<file path="src/rtl/mem_stream_rr_arbiter_if.sv">
// Request/response bundle between NumReq stream masters, the arbiter and one memory port.
interface mem_stream_rr_arbiter_if #(
  parameter int  NumReq     = 4,
  parameter type mem_req_t  = logic,
  parameter type mem_resp_t = logic
);
  mem_req_t            req_i [NumReq];
  logic [NumReq-1:0]   req_valid_i;
  logic [NumReq-1:0]   req_ready_o;
  mem_resp_t           resp_o;
  logic [NumReq-1:0]   resp_valid_o;
  logic [NumReq-1:0]   resp_ready_i;
  mem_req_t            mem_req_o;
  logic                mem_req_valid_o;
  logic                mem_req_ready_i;
  mem_resp_t           mem_resp_i;
  logic                mem_resp_valid_i;

  modport slave (
    input  req_i, req_valid_i, resp_ready_i, mem_req_ready_i, mem_resp_i, mem_resp_valid_i,
    output req_ready_o, resp_o, resp_valid_o, mem_req_o, mem_req_valid_o
  );

  modport master (
    output req_i, req_valid_i, resp_ready_i, mem_req_ready_i, mem_resp_i, mem_resp_valid_i,
    input  req_ready_o, resp_o, resp_valid_o, mem_req_o, mem_req_valid_o
  );
endinterface

</file>
<file path="src/rtl/mem_stream_rr_arbiter.sv">
// Round-robin share of one memory port among NumReq streams, with in-order response routing
// through an issuer-ID FIFO and a fall-through response FIFO (memory responses cannot stall).
module mem_stream_rr_arbiter #(
  parameter int  NumReq         = 4,
  parameter int  MaxOutstanding = 2,
  parameter type mem_req_t      = logic,
  parameter type mem_resp_t     = logic
) (
  input logic                    clk_i,
  input logic                    rst_i,
  mem_stream_rr_arbiter_if.slave bus
);
  localparam int ReqW = $clog2(NumReq);
  localparam int CntW = $clog2(MaxOutstanding + 1);
  localparam int PtrW = (MaxOutstanding > 1) ? $clog2(MaxOutstanding) : 1;
  localparam logic [CntW-1:0] MaxCnt  = CntW'(MaxOutstanding);
  localparam logic [PtrW-1:0] LastPtr = PtrW'(MaxOutstanding - 1);
  localparam logic [ReqW-1:0] LastReq = ReqW'(NumReq - 1);

  function automatic logic [PtrW-1:0] ptr_inc(input logic [PtrW-1:0] p);
    if (p == LastPtr) return {PtrW{1'b0}};
    else              return p + PtrW'(1);
  endfunction

  // Highest-priority valid index starting at 'start'; scanning backwards lets the nearest win.
  function automatic logic [ReqW-1:0] rr_pick(input logic [NumReq-1:0] valid,
                                              input logic [ReqW-1:0]   start);
    logic [ReqW-1:0] pick;
    logic [ReqW-1:0] idx;
    pick = {ReqW{1'b0}};
    for (int i = NumReq - 1; i >= 0; i--) begin
      idx = ReqW'((int'(start) + i) % NumReq);
      if (valid[idx]) pick = idx;
      else            pick = pick;
    end
    return pick;
  endfunction

  logic [ReqW-1:0] r_rr;
  logic            r_lock;
  logic [ReqW-1:0] r_lock_idx;
  logic [CntW-1:0] r_cnt;
  logic [ReqW-1:0] r_id_mem [MaxOutstanding];
  logic [PtrW-1:0] r_id_wr, r_id_rd;
  mem_resp_t       r_rsp_mem [MaxOutstanding];
  logic [PtrW-1:0] r_rsp_wr, r_rsp_rd;
  logic [CntW-1:0] r_rcnt;

  logic [ReqW-1:0] w_winner;
  logic [ReqW-1:0] w_id_head;
  logic            w_resp_acc, w_resp_nempty, w_resp_pop;
  logic            w_can_issue, w_mem_req_valid, w_hs;
  mem_req_t        w_mem_req;

  // Issue gate, arbitration and response-side status; outputs are forced idle during reset.
  always_comb begin
    w_resp_acc      = bus.mem_resp_valid_i && (r_cnt != {CntW{1'b0}}) && (r_rcnt != MaxCnt);
    w_resp_nempty   = (r_rcnt != {CntW{1'b0}}) || w_resp_acc;
    w_id_head       = r_id_mem[r_id_rd];
    w_resp_pop      = !rst_i && w_resp_nempty && bus.resp_ready_i[w_id_head];
    w_can_issue     = (r_cnt < MaxCnt) || w_resp_pop;
    w_winner        = r_lock ? r_lock_idx : rr_pick(bus.req_valid_i, r_rr);
    w_mem_req_valid = !rst_i && w_can_issue && bus.req_valid_i[w_winner];
    w_hs            = w_mem_req_valid && bus.mem_req_ready_i;
    w_mem_req       = bus.req_i[w_winner];
  end

  always_comb begin
    bus.mem_req_o       = w_mem_req;
    bus.mem_req_valid_o = w_mem_req_valid;
    bus.req_ready_o     = {NumReq{1'b0}};
    if (!rst_i && w_can_issue && bus.mem_req_ready_i) bus.req_ready_o[w_winner] = 1'b1;
    else                                              bus.req_ready_o = {NumReq{1'b0}};
    bus.resp_valid_o    = {NumReq{1'b0}};
    if (!rst_i && w_resp_nempty) bus.resp_valid_o[w_id_head] = 1'b1;
    else                         bus.resp_valid_o = {NumReq{1'b0}};
    if (r_rcnt != {CntW{1'b0}}) bus.resp_o = r_rsp_mem[r_rsp_rd];
    else if (w_resp_acc)        bus.resp_o = bus.mem_resp_i;
    else                        bus.resp_o = '0;
  end

  // Grant pointer and lock: a stalled grant stays with its requester until accepted.
  always_ff @(posedge clk_i or posedge rst_i) begin
    if (rst_i) begin
      r_rr       <= {ReqW{1'b0}};
      r_lock     <= 1'b0;
      r_lock_idx <= {ReqW{1'b0}};
    end else if (w_hs) begin
      r_rr       <= (w_winner == LastReq) ? {ReqW{1'b0}} : w_winner + ReqW'(1);
      r_lock     <= 1'b0;
    end else if (w_mem_req_valid) begin
      r_lock     <= 1'b1;
      r_lock_idx <= w_winner;
    end else begin
      r_lock     <= r_lock;
    end
  end

  // Outstanding count; the ID FIFO occupancy always equals it.
  always_ff @(posedge clk_i or posedge rst_i) begin
    if (rst_i) begin
      r_cnt <= {CntW{1'b0}};
    end else begin
      case ({w_hs, w_resp_pop})
        2'b10:   r_cnt <= r_cnt + CntW'(1);
        2'b01:   r_cnt <= r_cnt - CntW'(1);
        default: r_cnt <= r_cnt;
      endcase
    end
  end

  // Issuer-ID FIFO and response FIFO; an empty-FIFO push+pop passes straight through.
  always_ff @(posedge clk_i or posedge rst_i) begin
    if (rst_i) begin
      r_id_wr  <= {PtrW{1'b0}};
      r_id_rd  <= {PtrW{1'b0}};
      r_rsp_wr <= {PtrW{1'b0}};
      r_rsp_rd <= {PtrW{1'b0}};
      r_rcnt   <= {CntW{1'b0}};
      for (int i = 0; i < MaxOutstanding; i++) begin
        r_id_mem[i]  <= {ReqW{1'b0}};
        r_rsp_mem[i] <= '0;
      end
    end else begin
      if (w_hs) begin
        r_id_mem[r_id_wr] <= w_winner;
        r_id_wr           <= ptr_inc(r_id_wr);
      end
      if (w_resp_acc) begin
        r_rsp_mem[r_rsp_wr] <= bus.mem_resp_i;
        r_rsp_wr            <= ptr_inc(r_rsp_wr);
      end
      if (w_resp_pop) begin
        r_id_rd  <= ptr_inc(r_id_rd);
        r_rsp_rd <= ptr_inc(r_rsp_rd);
      end
      case ({w_resp_acc, w_resp_pop})
        2'b10:   r_rcnt <= r_rcnt + CntW'(1);
        2'b01:   r_rcnt <= r_rcnt - CntW'(1);
        default: r_rcnt <= r_rcnt;
      endcase
    end
  end

  mem_stream_rr_arbiter_chk #(.CntW(CntW), .MaxCnt(MaxCnt)) u_chk (
    .clk_i            (clk_i),
    .rst_i            (rst_i),
    .mem_resp_valid_i (bus.mem_resp_valid_i),
    .cnt_i            (r_cnt),
    .rcnt_i           (r_rcnt),
    .hs_i             (w_hs),
    .pop_i            (w_resp_pop)
  );
endmodule

// Protocol checks: dropped memory responses and counter wrap.
module mem_stream_rr_arbiter_chk #(
  parameter int              CntW   = 2,
  parameter logic [CntW-1:0] MaxCnt = 2'd2
) (
  input logic            clk_i,
  input logic            rst_i,
  input logic            mem_resp_valid_i,
  input logic [CntW-1:0] cnt_i,
  input logic [CntW-1:0] rcnt_i,
  input logic            hs_i,
  input logic            pop_i
);
  a_resp_idle: assert property (@(posedge clk_i) disable iff (rst_i)
    !(mem_resp_valid_i && cnt_i == {CntW{1'b0}}));
  a_resp_full: assert property (@(posedge clk_i) disable iff (rst_i)
    !(mem_resp_valid_i && rcnt_i == MaxCnt));
  a_cnt_ovf: assert property (@(posedge clk_i) disable iff (rst_i)
    !(hs_i && !pop_i && cnt_i == MaxCnt));
  a_cnt_udf: assert property (@(posedge clk_i) disable iff (rst_i)
    !(pop_i && !hs_i && cnt_i == {CntW{1'b0}}));
endmodule
</file>
<file path="src/flat_wrapper.sv">
// flat-port wrapper written by rule: the top's interface ports become plain ports
module mem_stream_rr_arbiter_flat 
#(
  parameter int  NumReq         = 4,
  parameter int  MaxOutstanding = 2,
  parameter type mem_req_t      = logic,
  parameter type mem_resp_t     = logic
)
  (clk_i, rst_i, bus_req_i, bus_req_valid_i, bus_resp_ready_i, bus_mem_req_ready_i, bus_mem_resp_i, bus_mem_resp_valid_i, bus_req_ready_o, bus_resp_o, bus_resp_valid_o, bus_mem_req_o, bus_mem_req_valid_o);
  mem_stream_rr_arbiter_if #(.NumReq(NumReq), .mem_req_t(mem_req_t), .mem_resp_t(mem_resp_t)) bus_i ();
  input logic clk_i;
  input logic rst_i;
  input wire logic [$bits(bus_i.req_i)-1:0] bus_req_i;
  input wire logic [$bits(bus_i.req_valid_i)-1:0] bus_req_valid_i;
  input wire logic [$bits(bus_i.resp_ready_i)-1:0] bus_resp_ready_i;
  input wire logic [$bits(bus_i.mem_req_ready_i)-1:0] bus_mem_req_ready_i;
  input wire logic [$bits(bus_i.mem_resp_i)-1:0] bus_mem_resp_i;
  input wire logic [$bits(bus_i.mem_resp_valid_i)-1:0] bus_mem_resp_valid_i;
  output wire logic [$bits(bus_i.req_ready_o)-1:0] bus_req_ready_o;
  output wire logic [$bits(bus_i.resp_o)-1:0] bus_resp_o;
  output wire logic [$bits(bus_i.resp_valid_o)-1:0] bus_resp_valid_o;
  output wire logic [$bits(bus_i.mem_req_o)-1:0] bus_mem_req_o;
  output wire logic [$bits(bus_i.mem_req_valid_o)-1:0] bus_mem_req_valid_o;
  assign bus_i.req_i = {>>{bus_req_i}};
  assign bus_i.req_valid_i = bus_req_valid_i;
  assign bus_i.resp_ready_i = bus_resp_ready_i;
  assign bus_i.mem_req_ready_i = bus_mem_req_ready_i;
  assign bus_i.mem_resp_i = bus_mem_resp_i;
  assign bus_i.mem_resp_valid_i = bus_mem_resp_valid_i;
  assign bus_req_ready_o = bus_i.req_ready_o;
  assign bus_resp_o = bus_i.resp_o;
  assign bus_resp_valid_o = bus_i.resp_valid_o;
  assign bus_mem_req_o = bus_i.mem_req_o;
  assign bus_mem_req_valid_o = bus_i.mem_req_valid_o;
  mem_stream_rr_arbiter #(.NumReq(NumReq), .MaxOutstanding(MaxOutstanding), .mem_req_t(mem_req_t), .mem_resp_t(mem_resp_t)) u_core (.clk_i(clk_i), .rst_i(rst_i), .bus(bus_i));
endmodule
</file>
<file path="config.mk">
export PLATFORM = sky130hd
export DESIGN_NAME = mem_stream_rr_arbiter_flat
export DESIGN_NICKNAME = d
export VERILOG_FILES = /design/src/rtl/mem_stream_rr_arbiter_if.sv /design/src/rtl/mem_stream_rr_arbiter.sv /design/src/flat_wrapper.sv
export SDC_FILE = /design/constraint.sdc
export NUM_CORES = 1
export LEC_CHECK = 0
export ABC_AREA = 1
export CORE_MARGIN = 8
export CORE_UTILIZATION = 51
export CTS_CLUSTER_SIZE = 30
export DETAILED_ROUTE_END_ITERATION = 12
export GPL_TIMING_DRIVEN = 0
export HOLD_SLACK_MARGIN = 0.12
export PLACE_DENSITY = 0.78
export SYNTH_ARGS = -nofsm -noshare
export SYNTH_HDL_FRONTEND = slang
export SYNTH_HIERARCHICAL = 1
export SYNTH_SLANG_ARGS = --single-unit
</file>
<file path="constraint.sdc">
create_clock -name clk_i -period 3.3 [get_ports clk_i]
set_clock_uncertainty 0.1 [all_clocks]
set_input_delay 0.66 -clock clk_i [delete_from_list [all_inputs] [get_ports clk_i]]
set_output_delay 0.66 -clock clk_i [all_outputs]
set_load 0.01 [all_outputs]
</file>
==> results of run 1 <==
## cells in the final DEF, fill, tap and decap left out, types with 2 or more instances in the layout
cell type,count
a21oi_1,5
a21oi_4,2
buf_4,9
clkbuf_2,2
clkbuf_4,3
clkdlybuf4s50_1,13
dfrtp_1,19
dlygate4sd2_1,7
dlymetal6s2s_1,4
ha_1,6
inv_1,22
inv_2,9
nand2_1,48
nand2_2,7
nand2_4,4
nand3_1,8
nand3_2,7
nand4_1,8
nor2_1,8
nor3_1,4
o21ai_0,9
o21ai_2,4
xnor2_1,3
xor2_1,4
## metrics by stage
step           hold WS [ps]  utilization  TNS [ps]  cells  setup slack, ps
4_1_cts                 395        0.677         0    258             46.1
3_3_place_gp            359        0.641     -2020    246             -425
5_1_grt                 429        0.691         0    259             12.6
2_1_floorplan           334            -         0    188              730
3_5_place_dp            369        0.641     -2410    246             -491
6_report                397        0.691         0    259              119
## report_power, final
group          leakage (nW)  switching, mW  total (mW)  internal [mW]
Sequential            0.234          0.107       0.456          0.348
Combinational         0.756          0.760        1.33          0.569
Clock                0.0150         0.0657       0.113         0.0469
## flip-flops by register name, indices dropped and copies added (netlist names)
register,cells
u_core/r_cnt,2
u_core/r_id_mem,4
u_core/r_id_rd,1
u_core/r_id_wr,1
u_core/r_lock,1
u_core/r_lock_idx,2
u_core/r_rcnt,2
u_core/r_rr,2
u_core/r_rsp_mem,2
u_core/r_rsp_rd,1
u_core/r_rsp_wr,1
## area by class of cell
type,count,area (µm²),share of cell area
multi-input cells,135,851,0.455
well taps,31,38.8,0.0207
clock buffers,4,26.3,0.0140
repair buffers,36,330,0.176
inverters,32,124,0.0662
flip-flops and latches,19,475,0.254
plain buffers,2,26.3,0.0140
## worst paths after layout
check	to	cells past startpoint	from
setup / recovery	bus_req_ready_o[0]	10	bus_mem_resp_valid_i
hold / removal	u_core/r_id_mem[3]	2	u_core/r_id_mem[3]
setup reg to reg	u_core/r_cnt[1]	15	u_core/r_id_rd
hold reg to reg	u_core/r_id_mem[3]	2	u_core/r_id_mem[3]
max in group asynchronous	u_core/r_lock	2	rst_i
min in group asynchronous	u_core/r_rsp_mem[1]	2	rst_i
## worst min-delay path, delay by kind of cell, from the launching register on
kind | cells | cell delay (ps)
flip-flops | 1 | 370
AND/OR/NAND/NOR | 2 | 100
## kinds of logic after synthesis
logic type / count (synthesis)
xor+xnor: 7
flops: 19
compound gates: 24
buf+inv: 34
simple gates: 98
fa+ha+maj: 6
## layer usage
metal  share of wire  up-vias  track usage  wire (µm)
li1                -      685            -          -
met1            0.39      639        0.165       1370
met2            0.52       37        0.266       1800
met3           0.065        8       0.0388        224
met4           0.021        0       0.0602         74
met5               0        -            0          0
## timing repair
item	CTS	global route
setup endpoints to repair	6	9
setup buffers	8	1
resized for setup	22	13
pin swaps	7	3
==> summary.md, run 1 <==
| Metric | Value |
|---|---|
| Synth Area in Compound Gates | `0.112` |
| Worst IR Drop VDD | `0.000680 V` |
| Placement row count | `19` |
| Pin count of the biggest net entering global routing | `20` |
| CP Data Arrival Time | `2420 ps` |
| Iteration-0 DRC Markers | `59` |
| Clk buf depth | `2` |
| Post-Layout Inst Area | `1870 µm²` |
| Synth Area in Simple Gates | `0.357` |
| Count of warnings emitted by yosys | `6` |
| RSZ-0062 raised after global routing | `no` |
| Synth-to-layout area growth | `31.1%` |
| Leading cell types by count after synthesis | `nand2_1, inv_1, dfrtp_1` |
| R2R Setup Slk | `600 ps` |
| CTS sink cnt | `19` |
| Count leader, synth | `nand2_1` |
| Final number of hold-violating endpoints | `0` |
| Final Total Pwr | `1.90 mW` |
| Synth Net Count | `211` |
| Crit Path Category | `input port to output pin` |
| Fillers | `220` |
| Layout cell share with drive strength beyond 1 | `0.246` |
| Crit path cell chain | `clkdlybuf4s50_1, o221ai_4, a21oi_4, nand2_4, a21oi_4, inv_2, nor2_8, inv_2, nor2_1, dlygate4sd2_1` |
| Via density per instance | `5.29` |
| Synthesized area per cell | `7.59 µm²` |
| Critical path's top delay family | `buffers and inverters` |
| Post-Syn Area | `1430 µm²` |
| Worst-Margin Slew | `720 ps` |
| Crit path max fanout | `7` |
| Crit start category | `input port` |
| Wirelength per Cell | `13.4 µm` |
| Mux cell area share after synthesis | `0` |
| Cts hold-fix bufs | `0` |
| Adder-cell share of the synthesized area | `0.0526` |
| Number of global-route vias before repair | `1,347` |
| Largest family of logic cells by synthesized area | `simple AND/OR/NAND/NOR gates` |
| Clk Latency, worst-skew pair | `290 ps` |
| Worst hold-check path type | `register to register` |
| Core Region | `2710 µm²` |
| Critical Path RT | `2540 ps` |
| Number of synthesized register bits | `19` |
| Routed Antenna Nets | `0` |
| GR Util All Layers | `0.150` |
| First-pass GRT wire length | `5.55 mm` |
| Max-slew violations | `0` |
| Relative slew slack | `0.519` |
| CP bufs+invs | `4` |
| Yosys cell types | `29` |
| CP max stage cell | `clkdlybuf4s50_1` |
| Upper clock frequency limit | `314 MHz` |
| Xor/xnor cell area share of the yosys netlist | `0.0429` |
| GRT overflow | `0` |
| Setup Viol. Count Final | `0` |
| Synthesized netlist cell count | `188` |
| Worst-path clk slew | `110 ps` |
| CTS tree | `built` |
| Min Tclk post-route | `3180 ps` |
| DR vias | `1,369` |
| Area share of the largest cell type after synthesis | `0.333` |
| Synth async-reset ratio | `1.00` |
| Max-cap violations | `0` |
| Main synth FF type | `dfrtp_1` |
| Gp weighted congestion | `0.914` |
| Seq/Total Area, Yosys | `0.333` |
| Die area | `4750 µm²` |
| IO Port Bufs | `27` |
| Total CTS buffers | `3` |
| H-tree Lvls | `1` |
| CTS root buf | `clkbuf_4` |
| PD cells | `1010 nW/µm²` |
| NumNets Final | `252` |
| Ant diodes | `0` |
| Post-synth EDFFs | `0` |
| DRC Markers | `0` |
| Yosys top cell by area | `dfrtp_1` |
| Worst setup EP type | `output pin` |
| Total length of routed wires | `3.46 mm` |
| Status | `completed` |
| Top Ports | `28` |
| Worst path max stage delay | `510 ps` |
| Die width | `68.9 µm` |
| Synth top area cells | `dfrtp_1, nand2_1, inv_1` |
| First drt pass iteration count | `4` |
| Initial Utilization | `0.527` |
| Period Utilization, post-route | `0.964` |
| Die Y-Extent | `68.9 µm` |
| Leakage | `1.01 nW` |
| Antenna violations before repair | `0` |
| Post-DP HPWL | `2.63 mm` |
| Area post-placement | `1740 µm²` |
Power figures use the tool's default switching activity.
==> run 2: changes to the inputs <==
--- a/config.mk
+++ b/config.mk
@@ -5,7 +5,6 @@
 export SDC_FILE = /design/constraint.sdc
 export NUM_CORES = 1
 export LEC_CHECK = 0
-export ABC_AREA = 1
 export CORE_MARGIN = 8
 export CORE_UTILIZATION = 51
 export CTS_CLUSTER_SIZE = 30
==> summary.md, run 2 <==
| Metric | Value |
|---|---|
| Status | `completed` |
| Antenna violations before repair | `0 (unchanged)` |
| NumNets Final | `196 (-22%)` |
| GRT overflow | `0 (unchanged)` |
| Core Region | `2660 µm² (-1.8%)` |
| Worst setup EP type | `output pin` |
| H-tree Lvls | `1 (unchanged)` |
| Final Total Pwr | `1.65 mW (-13%)` |
| Post-synth EDFFs | `0 (unchanged)` |
| Seq. cell area | `475 µm² (unchanged)` |
| Register with the most flip-flops | `u_core/r_id_mem` |
| Synthesized netlist cell count | `139 (-26%)` |
| Max-cap violations | `0 (unchanged)` |
| Worst-path clk slew | `100 ps (about the same)` |
| Worst-Margin Slew | `723 ps (+2.50 ps)` |
| Main synth FF type | `dfrtp_1` |
| PD cells | `927 nW/µm² (-8.6%)` |
| Layout cell share with drive strength beyond 1 | `0.198 (-0.0479)` |
| Placement row count | `19 (unchanged)` |
| Multi-input logic area | `908 µm² (+6.8%)` |
| Seq/Total Area, Yosys | `0.344 (+0.0105)` |
| Pin count of the biggest net entering global routing | `20 (unchanged)` |
| Crit Reg-Reg Endpoint | `u_core/r_cnt[1]` |
| Clk buf depth | `2 (unchanged)` |
| Post-DP HPWL | `2.40 mm (-8.8%)` |
| Min-Delay Path Depth | `1 (-1)` |
| Count of warnings emitted by yosys | `6 (unchanged)` |
| Yosys cell types | `52 (+79%)` |
| Fillers | `235 (+6.8%)` |
| GR Util All Layers | `0.144 (-0.00510)` |
| First drt pass iteration count | `4 (unchanged)` |
| Commonest non-fill, non-tap cells in the layout | `dfrtp_1, clkdlybuf4s50_1, inv_1, nor2_1, xnor2_1` |
| Leakage | `0.781 nW (-22%)` |
| WHS Endpoint | `u_core/r_rsp_rd` |
| Post-Syn Area | `1380 µm² (-3.1%)` |
| Synth async-reset ratio | `1.00 (unchanged)` |
| CTS root buf | `clkbuf_4` |
| CP Data Arrival Time | `2440 ps (+20 ps)` |
| Area share of the largest cell type after synthesis | `0.344 (+0.0105)` |
| Clk Latency, worst-skew pair | `290 ps (about the same)` |
| Total length of routed wires | `3.21 mm (-7.3%)` |
| DR vias | `1,143 (-17%)` |
| R2r worst-path depth | `10 (-5)` |
| Wirelength per Cell | `15.8 µm (+18%)` |
| Count leader, synth | `dfrtp_1` |
| Sw Share | `0.446 (-0.0456)` |
| Commonest non-fill, non-tap cell in the layout | `dfrtp_1` |
| Routed Antenna Nets | `0 (unchanged)` |
| CTS sink cnt | `19 (unchanged)` |
| Top sig layer | `met4` |
| R2R Setup Slk | `720 ps (+120 ps)` |
| Number of synthesized register bits | `19 (unchanged)` |
| Period Utilization, post-route | `0.970 (+0.00629)` |
| Crit path max fanout | `4 (-3)` |
| Max reg flops | `4 (unchanged)` |
| Fin Hold WS | `406 ps (+9.86 ps)` |
| Total CTS buffers | `3 (unchanged)` |
| Max-slew violations | `0 (unchanged)` |
| Synth Net Count | `162 (-23%)` |
| Critical Path RT | `2540 ps (about the same)` |
| Cts hold-fix bufs | `0 (unchanged)` |
| Initial Utilization | `0.520 (-0.00704)` |
| Reg2reg start | `u_core/r_rr[1]` |
| Die width | `68.1 µm (-1.2%)` |
| Top Ports | `28 (unchanged)` |
| Setup Viol. Count Final | `0 (unchanged)` |
| Clock power frac | `0.071 (+0.012)` |
| Crit start category | `input port` |
| RSZ-0062 raised after global routing | `no` |
| Worst IR Drop VDD | `0.000584 V (-14%)` |
| Iteration-0 DRC Markers | `47 (-20%)` |
| Int Pwr | `0.912 mW (-5.5%)` |
| WL met3 | `187 µm (-17%)` |
| Number of global-route vias before repair | `1,184 (-12%)` |
| CTS tree | `built` |
| Switching Power | `0.734 mW (-21%)` |
| Gp weighted congestion | `0.782 (-15%)` |
| Synthesized area per cell | `9.96 µm² (+31%)` |
| Via density per instance | `5.63 (+6.5%)` |
| DRC Markers | `0 (unchanged)` |
| Synth-to-layout area growth | `28.4%` |
| Final number of hold-violating endpoints | `0 (unchanged)` |
| First-pass GRT wire length | `5.33 mm (-3.9%)` |
| Met2 wire length | `1.56 mm (-13%)` |
| Upper clock frequency limit | `312 MHz (-0.65%)` |
| Hold_sp | `u_core/r_rsp_rd` |
| Combinational Power Share | `0.639 (-0.061)` |
| Crit Path Category | `input port to output pin` |
| IO Port Bufs | `27 (unchanged)` |
| Die area | `4640 µm² (-2.4%)` |
| Worst hold-check path type | `register to register` |
| Synth top area cells | `dfrtp_1, ha_1, xnor2_1` |
| Die Y-Extent | `68.1 µm (-1.2%)` |
| Yosys top cell by area | `dfrtp_1` |
| Sequential share of power | `0.291 (+0.051)` |
| Relative slew slack | `0.518 (-0.00167)` |
| M1 WL | `1.44 mm (+5.3%)` |
| Min Tclk post-route | `3200 ps (+20.8 ps)` |
| Ant diodes | `0 (unchanged)` |
| Leading cell types by count after synthesis | `dfrtp_1, nor2_1, inv_1` |
## run 2: changes by cell type after synthesis, sizes merged, moves of 7 or more
cell,previous run,this run
mux2,0,7
nand3,16,2
nand2,59,4
inv,32,12
nand4,8,0
## run 2: power by group through the flow
stage | combinational [mW] | clock (mW) | sequential, mW
2_1_floorplan | 0.699 | 0 | 0.450
3_3_place_gp | 0.916 | 0 | 0.473
3_5_place_dp | 0.965 | 0 | 0.480
4_1_cts | 1.01 | 0.120 | 0.476
5_1_grt | 1.15 | 0.128 | 0.499
6_report | 1.05 | 0.116 | 0.479
## run 2: stage by stage
step	setup WS [ps]	std cells	instance area, µm²	TNS, ps	utilization
final	98.4	203	1780	0	0.667
after global routing	6.47	203	1780	0	0.667
after CTS	13.9	203	1760	0	0.662
after detailed placement	-664	197	1690	-3360	0.636
after global placement	-555	197	1690	-2840	0.636
after floorplan	587	139	1380	0	-
## run 2: worst max-delay path, stage by stage
cell and delay [ps]:
clkdlybuf4s50_1 420, and4b_1 190, a31oi_1 160, a41o_2 280
inv_4 70, nor2_4 170, nor2b_4 60, and2_1 150
dlygate4sd2_1 280
## run 2: cells by family (layout without fill, tap and decap cells)
family,count (synthesis),count (layout),share of synthesized area
AND/OR/NAND/NOR,40,40,0.164
AO/OA/AOI/OAI,39,39,0.240
flip-flops,19,19,0.344
buffers and inverters,14,47,0.0488
multiplexers,11,11,0.0859
XOR/XNOR,10,10,0.0633
adder cells (fa/ha/maj),6,6,0.0542
## run 2: worst max-delay path by stage
stage                     cells after the start  slack (ps)                 end           startpoint
after global routing                          9           6  bus_req_ready_o[2]  bus_resp_ready_i[1]
after CTS                                     9          10  bus_req_ready_o[0]   bus_req_valid_i[3]
after detailed placement                      9        -660  bus_req_ready_o[0]   bus_req_valid_i[3]
after global placement                        9        -560  bus_req_ready_o[2]   bus_req_valid_i[3]
final                                         9         100  bus_req_ready_o[2]  bus_resp_ready_i[1]
after floorplan                               7         590  bus_req_ready_o[0]   bus_req_valid_i[0]
## run 2: area by class of cell
type,count,area share
well taps,31,0.0218
multi-input cells,106,0.511
inverters,12,0.0268
flip-flops and latches,19,0.268
plain buffers,2,0.0127
clock buffers,4,0.0148
repair buffers,29,0.145
## run 2: per-layer routing
layer  vias up  global-route usage
met4         0              0.0460
met2        25               0.244
met1       545               0.183
met3         4              0.0245
met5         -                   0
li1        569                   -
## run 2: repair_timing
action,in CTS,in global routing
setup buffers,2,0
pin swaps,3,3
gates resized for setup,18,14
setup endpoints to repair,6,5
